--- src/rtl/barcode_reader_if.sv ---
// Scanner-to-reader bundle for the parking-ticket barcode path.
// The scanner side drives the serial bits; the reader side returns the decoded ticket status.
interface barcode_reader_if;
  logic       ScanStart;
  logic       ScanValid;
  logic       ScanBit;
  logic [5:0] Code;
  logic       ClientA;
  logic       ClientB;
  logic [6:0] MinutesLeft;
  logic       Active;
  logic       Expired;
  logic       CodeError;
  logic       Busy;

  modport master (
    output ScanStart, ScanValid, ScanBit,
    input  Code, ClientA, ClientB, MinutesLeft, Active, Expired, CodeError, Busy
  );

  modport slave (
    input  ScanStart, ScanValid, ScanBit,
    output Code, ClientA, ClientB, MinutesLeft, Active, Expired, CodeError, Busy
  );
endinterface

--- src/rtl/barcode_reader.sv ---
// Rebuilds the 6-bit ticket code from the scanner, validates it and runs the per-minute countdown.
// Define BARCODE_READER_PARITY_EN to reject frames whose even-parity bit [1] does not match.
module barcode_reader #(
  parameter int TICKS_PER_MIN = 60,
  parameter int BIT_TIMEOUT   = 255
) (
  input logic            Clk,
  input logic            Reset,
  barcode_reader_if.slave bus
);

  localparam int TKW = (TICKS_PER_MIN > 2) ? $clog2(TICKS_PER_MIN) : 1;
  localparam int TW  = (BIT_TIMEOUT > 1) ? $clog2(BIT_TIMEOUT + 1) : 1;
  localparam logic [TKW-1:0] TICK_LAST = TKW'(TICKS_PER_MIN - 1);
  localparam logic [TW-1:0]  TO_LAST   = TW'(BIT_TIMEOUT - 1);

  typedef enum logic [2:0] {IDLE, SHIFT, CHECK, RUN, EXPIRED} state_t;

  state_t         state;
  logic [5:0]     shift_reg;
  logic [2:0]     bit_cnt;
  logic [TW-1:0]  timeout_cnt;
  logic [TKW-1:0] tick_cnt;
  logic [5:0]     code_q;
  logic           client_a;
  logic           client_b;
  logic [6:0]     minutes_left;
  logic           active;
  logic           expired;
  logic           code_error;
  logic           busy;

  logic           parity_ok;
  logic           word_valid;
  logic [6:0]     word_minutes;

`ifdef BARCODE_READER_PARITY_EN
  assign parity_ok = ~^shift_reg[5:1];
`else
  assign parity_ok = 1'b1;
`endif

  // Field decode of the assembled word, consumed only in CHECK
  always_comb begin
    word_minutes = 7'd0;
    case (shift_reg[3:2])
      2'b01:   word_minutes = 7'd30;
      2'b10:   word_minutes = 7'd60;
      2'b11:   word_minutes = 7'd120;
      default: word_minutes = 7'd0;
    endcase
    word_valid = (shift_reg[5:4] == 2'b01 || shift_reg[5:4] == 2'b10)
                 && (shift_reg[3:2] != 2'b00) && shift_reg[0] && parity_ok;
  end

  always_ff @(posedge Clk) begin
    if (Reset) begin
      state        <= IDLE;
      shift_reg    <= 6'd0;
      bit_cnt      <= 3'd0;
      timeout_cnt  <= '0;
      tick_cnt     <= '0;
      code_q       <= 6'd0;
      client_a     <= 1'b0;
      client_b     <= 1'b0;
      minutes_left <= 7'd0;
      active       <= 1'b0;
      expired      <= 1'b0;
      code_error   <= 1'b0;
      busy         <= 1'b0;
    end else begin
      code_error <= 1'b0;
      // A start strobe aborts whatever was running, including a live countdown
      if (bus.ScanStart) begin
        state        <= SHIFT;
        busy         <= 1'b1;
        active       <= 1'b0;
        expired      <= 1'b0;
        client_a     <= 1'b0;
        client_b     <= 1'b0;
        minutes_left <= 7'd0;
        timeout_cnt  <= '0;
        if (bus.ScanValid) begin
          shift_reg <= {5'd0, bus.ScanBit};
          bit_cnt   <= 3'd1;
        end else begin
          bit_cnt   <= 3'd0;
        end
      end else begin
        case (state)
          SHIFT: begin
            if (bus.ScanValid) begin
              shift_reg   <= {shift_reg[4:0], bus.ScanBit};
              timeout_cnt <= '0;
              if (bit_cnt == 3'd5) begin
                bit_cnt <= 3'd0;
                state   <= CHECK;
              end else begin
                bit_cnt <= bit_cnt + 3'd1;
              end
            end else if (timeout_cnt == TO_LAST) begin
              code_error <= 1'b1;
              busy       <= 1'b0;
              state      <= IDLE;
            end else begin
              timeout_cnt <= timeout_cnt + 1'b1;
            end
          end
          CHECK: begin
            code_q <= shift_reg;
            busy   <= 1'b0;
            if (word_valid) begin
              client_a     <= (shift_reg[5:4] == 2'b01);
              client_b     <= (shift_reg[5:4] == 2'b10);
              minutes_left <= word_minutes;
              tick_cnt     <= '0;
              active       <= 1'b1;
              state        <= RUN;
            end else begin
              code_error <= 1'b1;
              state      <= IDLE;
            end
          end
          RUN: begin
            if (tick_cnt == TICK_LAST) begin
              tick_cnt <= '0;
              if (minutes_left == 7'd1) begin
                minutes_left <= 7'd0;
                active       <= 1'b0;
                expired      <= 1'b1;
                state        <= EXPIRED;
              end else begin
                minutes_left <= minutes_left - 7'd1;
              end
            end else begin
              tick_cnt <= tick_cnt + 1'b1;
            end
          end
          default: ;
        endcase
      end
    end
  end

  assign bus.Code        = code_q;
  assign bus.ClientA     = client_a;
  assign bus.ClientB     = client_b;
  assign bus.MinutesLeft = minutes_left;
  assign bus.Active      = active;
  assign bus.Expired     = expired;
  assign bus.CodeError   = code_error;
  assign bus.Busy        = busy;

endmodule

--- src/flat_wrapper.sv ---
// flat-port wrapper written by rule: the top's interface ports become plain ports
module barcode_reader_flat 
#(
  parameter int TICKS_PER_MIN = 60,
  parameter int BIT_TIMEOUT   = 255
)
  (Clk, Reset, bus_ScanStart, bus_ScanValid, bus_ScanBit, bus_Code, bus_ClientA, bus_ClientB, bus_MinutesLeft, bus_Active, bus_Expired, bus_CodeError, bus_Busy);
  barcode_reader_if bus_i ();
  input logic Clk;
  input logic Reset;
  input wire logic [$bits(bus_i.ScanStart)-1:0] bus_ScanStart;
  input wire logic [$bits(bus_i.ScanValid)-1:0] bus_ScanValid;
  input wire logic [$bits(bus_i.ScanBit)-1:0] bus_ScanBit;
  output wire logic [$bits(bus_i.Code)-1:0] bus_Code;
  output wire logic [$bits(bus_i.ClientA)-1:0] bus_ClientA;
  output wire logic [$bits(bus_i.ClientB)-1:0] bus_ClientB;
  output wire logic [$bits(bus_i.MinutesLeft)-1:0] bus_MinutesLeft;
  output wire logic [$bits(bus_i.Active)-1:0] bus_Active;
  output wire logic [$bits(bus_i.Expired)-1:0] bus_Expired;
  output wire logic [$bits(bus_i.CodeError)-1:0] bus_CodeError;
  output wire logic [$bits(bus_i.Busy)-1:0] bus_Busy;
  assign bus_i.ScanStart = bus_ScanStart;
  assign bus_i.ScanValid = bus_ScanValid;
  assign bus_i.ScanBit = bus_ScanBit;
  assign bus_Code = bus_i.Code;
  assign bus_ClientA = bus_i.ClientA;
  assign bus_ClientB = bus_i.ClientB;
  assign bus_MinutesLeft = bus_i.MinutesLeft;
  assign bus_Active = bus_i.Active;
  assign bus_Expired = bus_i.Expired;
  assign bus_CodeError = bus_i.CodeError;
  assign bus_Busy = bus_i.Busy;
  barcode_reader #(.TICKS_PER_MIN(TICKS_PER_MIN), .BIT_TIMEOUT(BIT_TIMEOUT)) u_core (.Clk(Clk), .Reset(Reset), .bus(bus_i));
endmodule
--- config.mk ---
export PLATFORM = sky130hd
export DESIGN_NAME = barcode_reader_flat
export DESIGN_NICKNAME = d
export VERILOG_FILES = /design/src/rtl/barcode_reader_if.sv /design/src/rtl/barcode_reader.sv /design/src/flat_wrapper.sv
export SDC_FILE = /design/constraint.sdc
export NUM_CORES = 1
export LEC_CHECK = 0
export ABC_CLOCK_PERIOD_IN_PS = 5300
export CAP_MARGIN = 20
export CELL_PAD_IN_SITES_DETAIL_PLACEMENT = 0
export CELL_PAD_IN_SITES_GLOBAL_PLACEMENT = 2
export CORE_MARGIN = 8
export CORE_UTILIZATION = 30
export DETAILED_ROUTE_END_ITERATION = 12
export PLACE_DENSITY_LB_ADDON = 0.1
export SKIP_CTS_REPAIR_TIMING = 1
export SLEW_MARGIN = 25
export SYNTH_ARGS = -nofsm -noshare
export SYNTH_HDL_FRONTEND = slang
export SYNTH_SLANG_ARGS = --single-unit
--- constraint.sdc ---
create_clock -name Clk -period 5.3 [get_ports Clk]
set_input_delay 0.795 -clock Clk [delete_from_list [all_inputs] [get_ports Clk]]
set_output_delay 0.795 -clock Clk [all_outputs]
set_load 0.02 [all_outputs]
# Word-level counts from Yosys, hierarchy flattened
# Cells that the tools add are included.
# totals
out_inout_bits,19
in_bits,5
elab_cells,105
regBits,45
# classes
mux,39
eq_ne,24
n_reduce_logical,23
n_addsub,4
bitwise,1
# op_table
operator,n
$mux W6,6
$mux W3,9
$mux W7,3
$pmux W7 S3,1
$mux W8,2
$ne A3 B2 Y1 const B,5
$pmux W7 S2,1
$pmux W6 S2,1
$reduce_and A3 Y1,4
$mux W1,11
$reduce_and A2 Y1,5
$reduce_and A5 Y1,2
$pmux W3 S3,1
$add A8 B1 Y8 const B,1
$eq A8 B8 Y1 const B,1
$ne A4 B3 Y1 const B,2
$reduce_bool A2 Y1,4
$eq A7 B1 Y1 const B,1
$sub A7 B1 Y7 const B,1
$add A6 B1 Y6 const B,1
$eq A2 B2 Y1 const B,3
$eq A3 B2 Y1 const B,2
$eq A6 B6 Y1 const B,1
$ne A2 B1 Y1 const B,3
15 further kinds,20

# Logic depth before layout (Yosys ltp)
# Gate-level depths: netlist (run 1).
# logic_depth
ltp_word,7
depth_mapped,7

# Least setup slack after synthesis (run 1)
# OpenSTA, ideal clock, no wires.
# synth_path
path_kind,in2reg
start,input port bus_ScanStart
end,register u_core.tick_cnt[5]
t_arrival_ps,2106
setup_ps,70
path_slack_ps,3124
path_stages,6
path_cell_list,buf_2 or3b_4 a21oi_4 nand4_1 or3_1 a21oi_1
# synth_via
elab_chain_cells,2
# synth_rtl
element,line_no,text
start: declaration,flat_wrapper.sv:11,input wire logic [$bits(bus_i.ScanStart)-1:0] bus_ScanStart;
$not A1 Y1 (no source line),--,
$reduce_and A3 Y1 (no source line),--,
end signal: assignment,barcode_reader.sv:136,tick_cnt <= tick_cnt + 1'b1;
end: declaration,barcode_reader.sv:23,logic [TKW-1:0] tick_cnt;
# No other way between the ends.
# A chain may end at the register's enable or synchronous reset.

# Worst setup path after layout (run 1)
# layout_path
start,register u_core.state[0]
end,"register u_core.minutes_left[4], in the netlist u_core.bus.MinutesLeft[4]"
# layout_via
elab_chain_cells,3
# layout_rtl
element,line_no,text
start: declaration,barcode_reader.sv:19,state_t state;
start signal: assignment,barcode_reader.sv:58,state <= IDLE;
start signal: assignment,barcode_reader.sv:75,state <= SHIFT;
start signal: assignment,barcode_reader.sv:97,state <= CHECK;
$eq A3 B2 Y1,barcode_reader.sv:90,case (state)
$ne A2 B1 Y1 (no source line) or $reduce_bool A2 Y1 (tied branches),--,
$reduce_and A3 Y1 (no source line),--,
end signal: assignment,barcode_reader.sv:115,minutes_left <= word_minutes;
end signal: assignment,barcode_reader.sv:133,minutes_left <= minutes_left - 7'd1;
end: declaration,barcode_reader.sv:27,logic [6:0] minutes_left;
# Parallel ways exist; a longest one is shown, timed or not.

==> impl_metrics.ini, run 1 <==
[floorplanning]
die_x_um = 101.3
io_pins = 24
die_area_mm2 = 0.01027
start_util_pct = 30.61
design.core.area_mm2 = 0.007137
die_h_um = 101.3
fp-row-count = 31

[logic_synthesis]
syn_avg_cell_area_um2 = 8.704
synthArstFlopShare_pct = 0
synth-edff-count = 0
synthFlopType = dfxtp_1
synth_area_mm2 = 0.002185
ys_ff_latch = 45
ys_types = 46
synth_cells = 251
synth_nets = 268
yosysWarnings = 0
synth_top_area_share_pct = 41.24
ys_seq_area_share_pct = 41.24
yosysTopAreaCell = dfxtp_1
yosys-top-cells-area = dfxtp_1 (41%), nor2_1 (8.1%), ha_1 (6.9%)

[detailed_routing]
vias = 1799
drt_first_pass_iters = 5
drc = 0
viasPerCell = 4.823
wire_per_inst_um = 13.87
antenna_left = 0
drt_iter0_drc = 54
wl_mm = 5.175

[timing]
setup-tns-final_ps = 0
period_share_pct = 47.13
clock_skew_ps = 4.918
fmax_mhz = 400.3
rsz0062_at_grt = false
timing.final.crit_period_ps = 2498
setup_viol = 0
holdWs_ps = 484.4
finalHoldViolations = 0
setup_ws_ps = 2802
tightestPinTransition_ps = 746.7
slew_headroom_pct = 50.11
final_max_slew_viol_count = 0

[global_route]
grt_max_degree = 20
antenna_found_initial = 0
grt_use_total_pct = 10.91
grt_first_pass_wirelength_mm = 9.025
gr-total-overflow = 0
grt_pass1_vias = 1830

[placement]
dp_slack_ps = 2531
port_buffers = 23
finalWeightedCongestion = 0.6976
place_inst = 365
placed_cell_area_mm2 = 0.002509
hpwlAfterDp_mm = 3.709

[critical_path]
crit_type = reg2reg
crit_arrival_ps = 2690
critPathMaxFanout = 11
critPathRequiredTime_ps = 5500
startpoint_type = flip-flop
cp-end-kind = flip-flop

[outcome]
status = complete, no violations

[cells_and_area]
nFillCells = 788
final_area_mm2 = 0.002629
largest_reg_flops = 8
nNetsFinal = 290
drive_gt1_share_pct = 7.664
antennaDiodeCount = 0
post-route-util_pct = 36.83
area_growth_syn_to_layout_pct = 20.33
multi_input_area_mm2 = 0.001182
final_cells = 373
regMostFlops = u_core.timeout_cnt
seq_area_um2 = 900.9

[clocking]
clock_latency_ps = 290
cts_tree = built
ctsRootBufferMaster = clkbuf_8
cts.clk_slew.worst_paths_ps = 90
clk_path_buf_depth = 2
h-tree-depth = 2
numCtsBuffers = 5
numClockSinks = 45

[power_and_ir_drop]
power_mw = 0.6463
power.density_mw_per_mm2 = 245.9
power.leakage_nw = 0.8684
peakVddDrop_mv = 0.1119

[run]
maxCapViolCount = 0

[worst_hold_path]
hold_path.class = reg2reg
## report_power, final
part           total (mW)  internal, mW  switching, mW  leakage (nW)
clock               0.274         0.153          0.121        0.0574
sequential          0.344         0.340        0.00324         0.363
combinational      0.0285        0.0102         0.0183         0.448
total               0.646         0.504          0.142         0.868
## cell type report
cell class | instances | area share [%]
multi-input combinational | 181 | 44.98
sequential | 45 | 34.27
timing repair buffer | 25 | 9.329
tap | 99 | 4.712
clock buffer | 6 | 3.141
inverter | 15 | 2.142
clock inverter | 2 | 1.428
## cell families (layout without fill, tap and decap cells)
group	count (synthesis)	count (layout)	share of synthesized area, %
fa+ha+maj	12	12	6.873
simple gates	99	99	23.25
xor+xnor	10	10	4.009
buf+inv	25	48	4.639
mux	13	13	6.071
flops	45	45	41.24
compound gates	47	47	13.92
## Yosys cell counts, types with 3 or more instances
cell and count:
a211oi_1 4, a21oi_1 16, a22oi_1 5, a31oi_1 4, buf_2 3, clkbuf_1 6, dfxtp_1 45, ha_1 12
inv_1 15, mux2i_1 11, nand2_1 9, nand3_1 5, nand3b_1 3, nand4_1 7, nor2_1 47, nor3_1 8
o21ai_0 6, or3_1 3, xor2_1 8
## worst max-delay path, cell delays in order (launching register included)
cell	delay, ps
dfxtp_1	520
nand3b_1	420
or4_4	670
nor4b_2	270
mux2_2	350
o21a_1	160
## per-layer routing
layer	vias up	GRT usage, %	share of wire [%]
li1	915	-	-
met1	852	13.69	48
met2	30	17.81	47
met3	2	2.955	4.4
met4	0	3.093	0.66
met5	-	0	0
## placed cells by master, fill, tap and decap left out, types with 3 or more instances in the layout
cell / n
nor2_1: 47
dfxtp_1: 45
clkdlybuf4s50_1: 23
a21oi_1: 16
inv_1: 15
ha_1: 12
mux2i_1: 11
nand2_1: 9
nor3_1: 8
xor2_1: 8
nand4_1: 7
o21ai_0: 6
clkbuf_8: 6
a22oi_1: 5
nand3_1: 5
a31oi_1: 4
a211oi_1: 4
or3_1: 3
nand3b_1: 3
## path summary, 6_finish.rpt
path                                    startpoint                   endpoint  slack [ps]  cells past startpoint
worst min-delay path            u_core.bus.Expired         u_core.bus.Expired         480                      2
worst min register to register  u_core.bus.Expired         u_core.bus.Expired         480                      2
worst max register to register     u_core.state[0]  u_core.bus.MinutesLeft[4]        2800                      5
worst max-delay path               u_core.state[0]  u_core.bus.MinutesLeft[4]        2800                      5
Note: power is estimated with default switching activity, not from simulation.
==> inputs of run 2 (changes only) <==
- ABC_CLOCK_PERIOD_IN_PS: 5300 -> 2550
- clock period: 5.3 -> 2.55 ns (I/O delays scaled with it)
==> run 2 against run 1 <==
- final area grew 1.1%
- via count grew 0.67%
- combinational power grew 140%
- largest cell class unchanged
- sequential power grew 110%
- clock skew grew 4.1 ps
- final cell count grew 1.3%
- die area is the same
- non-clock buffer count grew 6
- global-route usage grew 0.85 points
- flip-flop and latch count is the same
- total power grew 100%
==> impl_metrics.ini, run 2 (same netlist as run 1, synthesis figures left out) <==
[worst_hold_path]
hold_path.class = reg2reg
worstHoldStart = u_core.bus.Expired

[timing]
holdWs_ps = 490.6
tightestPinTransition_ps = 550.5
rsz0062_at_grt = false
finalHoldViolations = 0
final_max_slew_viol_count = 0
fmax_mhz = 461.0
slew_headroom_pct = 63.05
timing.final.crit_period_ps = 2169
setup-tns-final_ps = 0
setup_viol = 0
clock_skew_ps = 9.044
setup_ws_ps = 380.7
period_share_pct = 85.07

[clocking]
numClockSinks = 45
cts_tree = built
ctsRootBufferMaster = clkbuf_8
h-tree-depth = 2
cts.clk_slew.worst_paths_ps = 90
clk_path_buf_depth = 2
clock_latency_ps = 300
numCtsBuffers = 5

[detailed_routing]
drt_first_pass_iters = 4
wl_mm = 5.535
drc = 0
antenna_left = 0
wire_per_inst_um = 14.64
viasPerCell = 4.791
vias = 1811
drt_iter0_drc = 67

[global_route]
use_met1_pct = 14.36
grt_pass1_vias = 1915
grt_use_total_pct = 11.76
grt_first_pass_wirelength_mm = 9.453
gr-total-overflow = 0
busiest_layer = met2
grt_max_degree = 17
antenna_found_initial = 0
use_met2_pct = 19.43
met3_usage_pct = 3.093

[placement]
hpwlAfterDp_mm = 4.068
finalWeightedCongestion = 0.7496
dp_slack_ps = 411.0
port_buffers = 23

[cells_and_area]
drive_gt1_share_pct = 9.319
seq_area_um2 = 900.9
antennaDiodeCount = 0
area_growth_syn_to_layout_pct = 21.65
largest_reg_flops = 8
layout_common_cells = nor2_1 (47), dfxtp_1 (45), clkdlybuf4s50_1 (23)
post-route-util_pct = 37.24
nNetsFinal = 296
layout_commonest_cell = nor2_1
regMostFlops = u_core.timeout_cnt
nFillCells = 806
multi_input_area_mm2 = 0.001182

[power_and_ir_drop]
p_seq_share_pct = 54.0
p_sw_mw = 0.2978
peakVddDrop_mv = 0.2358
power.leakage_nw = 0.8943
p_sw_share_pct = 22.62
power.density_mw_per_mm2 = 495.5
p_clk_share_pct = 40.7
comb_power_share_pct = 5.3
power_mw = 1.317
intPower_mw = 1.019

[critical_path]
cp-end-kind = flip-flop
crit_arrival_ps = 2410
crit_path_cell_trace = inv_1 > ha_1 > or3b_1 > a21oi_4 > nand4_1 > or3_1 > a21oi_1
r2r_start = u_core.shift_reg[2]
critPathMaxFanout = 6
crit_type = reg2reg
cp-startpoint = u_core.shift_reg[2]
startpoint_type = flip-flop
max_stage_delay_ps = 460
critPathRequiredTime_ps = 2790
critPathSlowestCell = or3b_1

[floorplanning]
start_util_pct = 30.61
design.core.area_mm2 = 0.007137
die_h_um = 101.3
die_x_um = 101.3
io_pins = 24
fp-row-count = 31
die_area_mm2 = 0.01027

[outcome]
status = complete, no violations

[run]
maxCapViolCount = 0
-- run 2: worst paths after layout --
path                                           end  slack [ps]  depth (start not counted)
worst min-delay path            u_core.bus.Expired         490                          2
worst max register to register  u_core.tick_cnt[5]         380                          7
worst max-delay path            u_core.tick_cnt[5]         380                          7
worst min register to register  u_core.bus.Expired         490                          2
-- run 2: area by class of cell --
cell class | count | area share, %
clock inverter | 2 | 1.318
inverter | 15 | 2.119
timing repair buffer | 31 | 10.92
tap | 99 | 4.661
multi-input combinational | 181 | 44.49
sequential | 45 | 33.90
clock buffer | 5 | 2.589
-- run 2: power by group through the flow --
stage | Combinational [mW] | Sequential, mW | Clock (mW)
floorplan | 0.0421 | 0.728 | 0
global placement | 0.0706 | 0.729 | 0
detailed placement | 0.0702 | 0.728 | 0
global route | 0.0772 | 0.713 | 0.587
CTS | 0.0708 | 0.712 | 0.560
finish | 0.0694 | 0.712 | 0.536
-- run 2: layer usage --
| metal | share of wire [%] | vias to the layer above |
|---|---|---|
| li1 | - | 924 |
| met1 | 49 | 866 |
| met2 | 47 | 19 |
| met3 | 3.2 | 2 |
| met4 | 0.79 | 0 |
| met5 | 0 | - |
-- run 2: per-stage QoR --
stage	instance area (um^2)	std cells
after floorplan	2185	251
after global placement	2554	371
after detailed placement	2554	371
after CTS	2658	378
after global routing	2658	378
final	2658	378
-- run 2: worst max-delay path, delay by kind of cell, from the launching register on --
kind            cells  cell delay [ps]
compound gates      2              390
fa+ha+maj           1              200
flops               1              440
buf+inv             1              120
simple gates        3              960
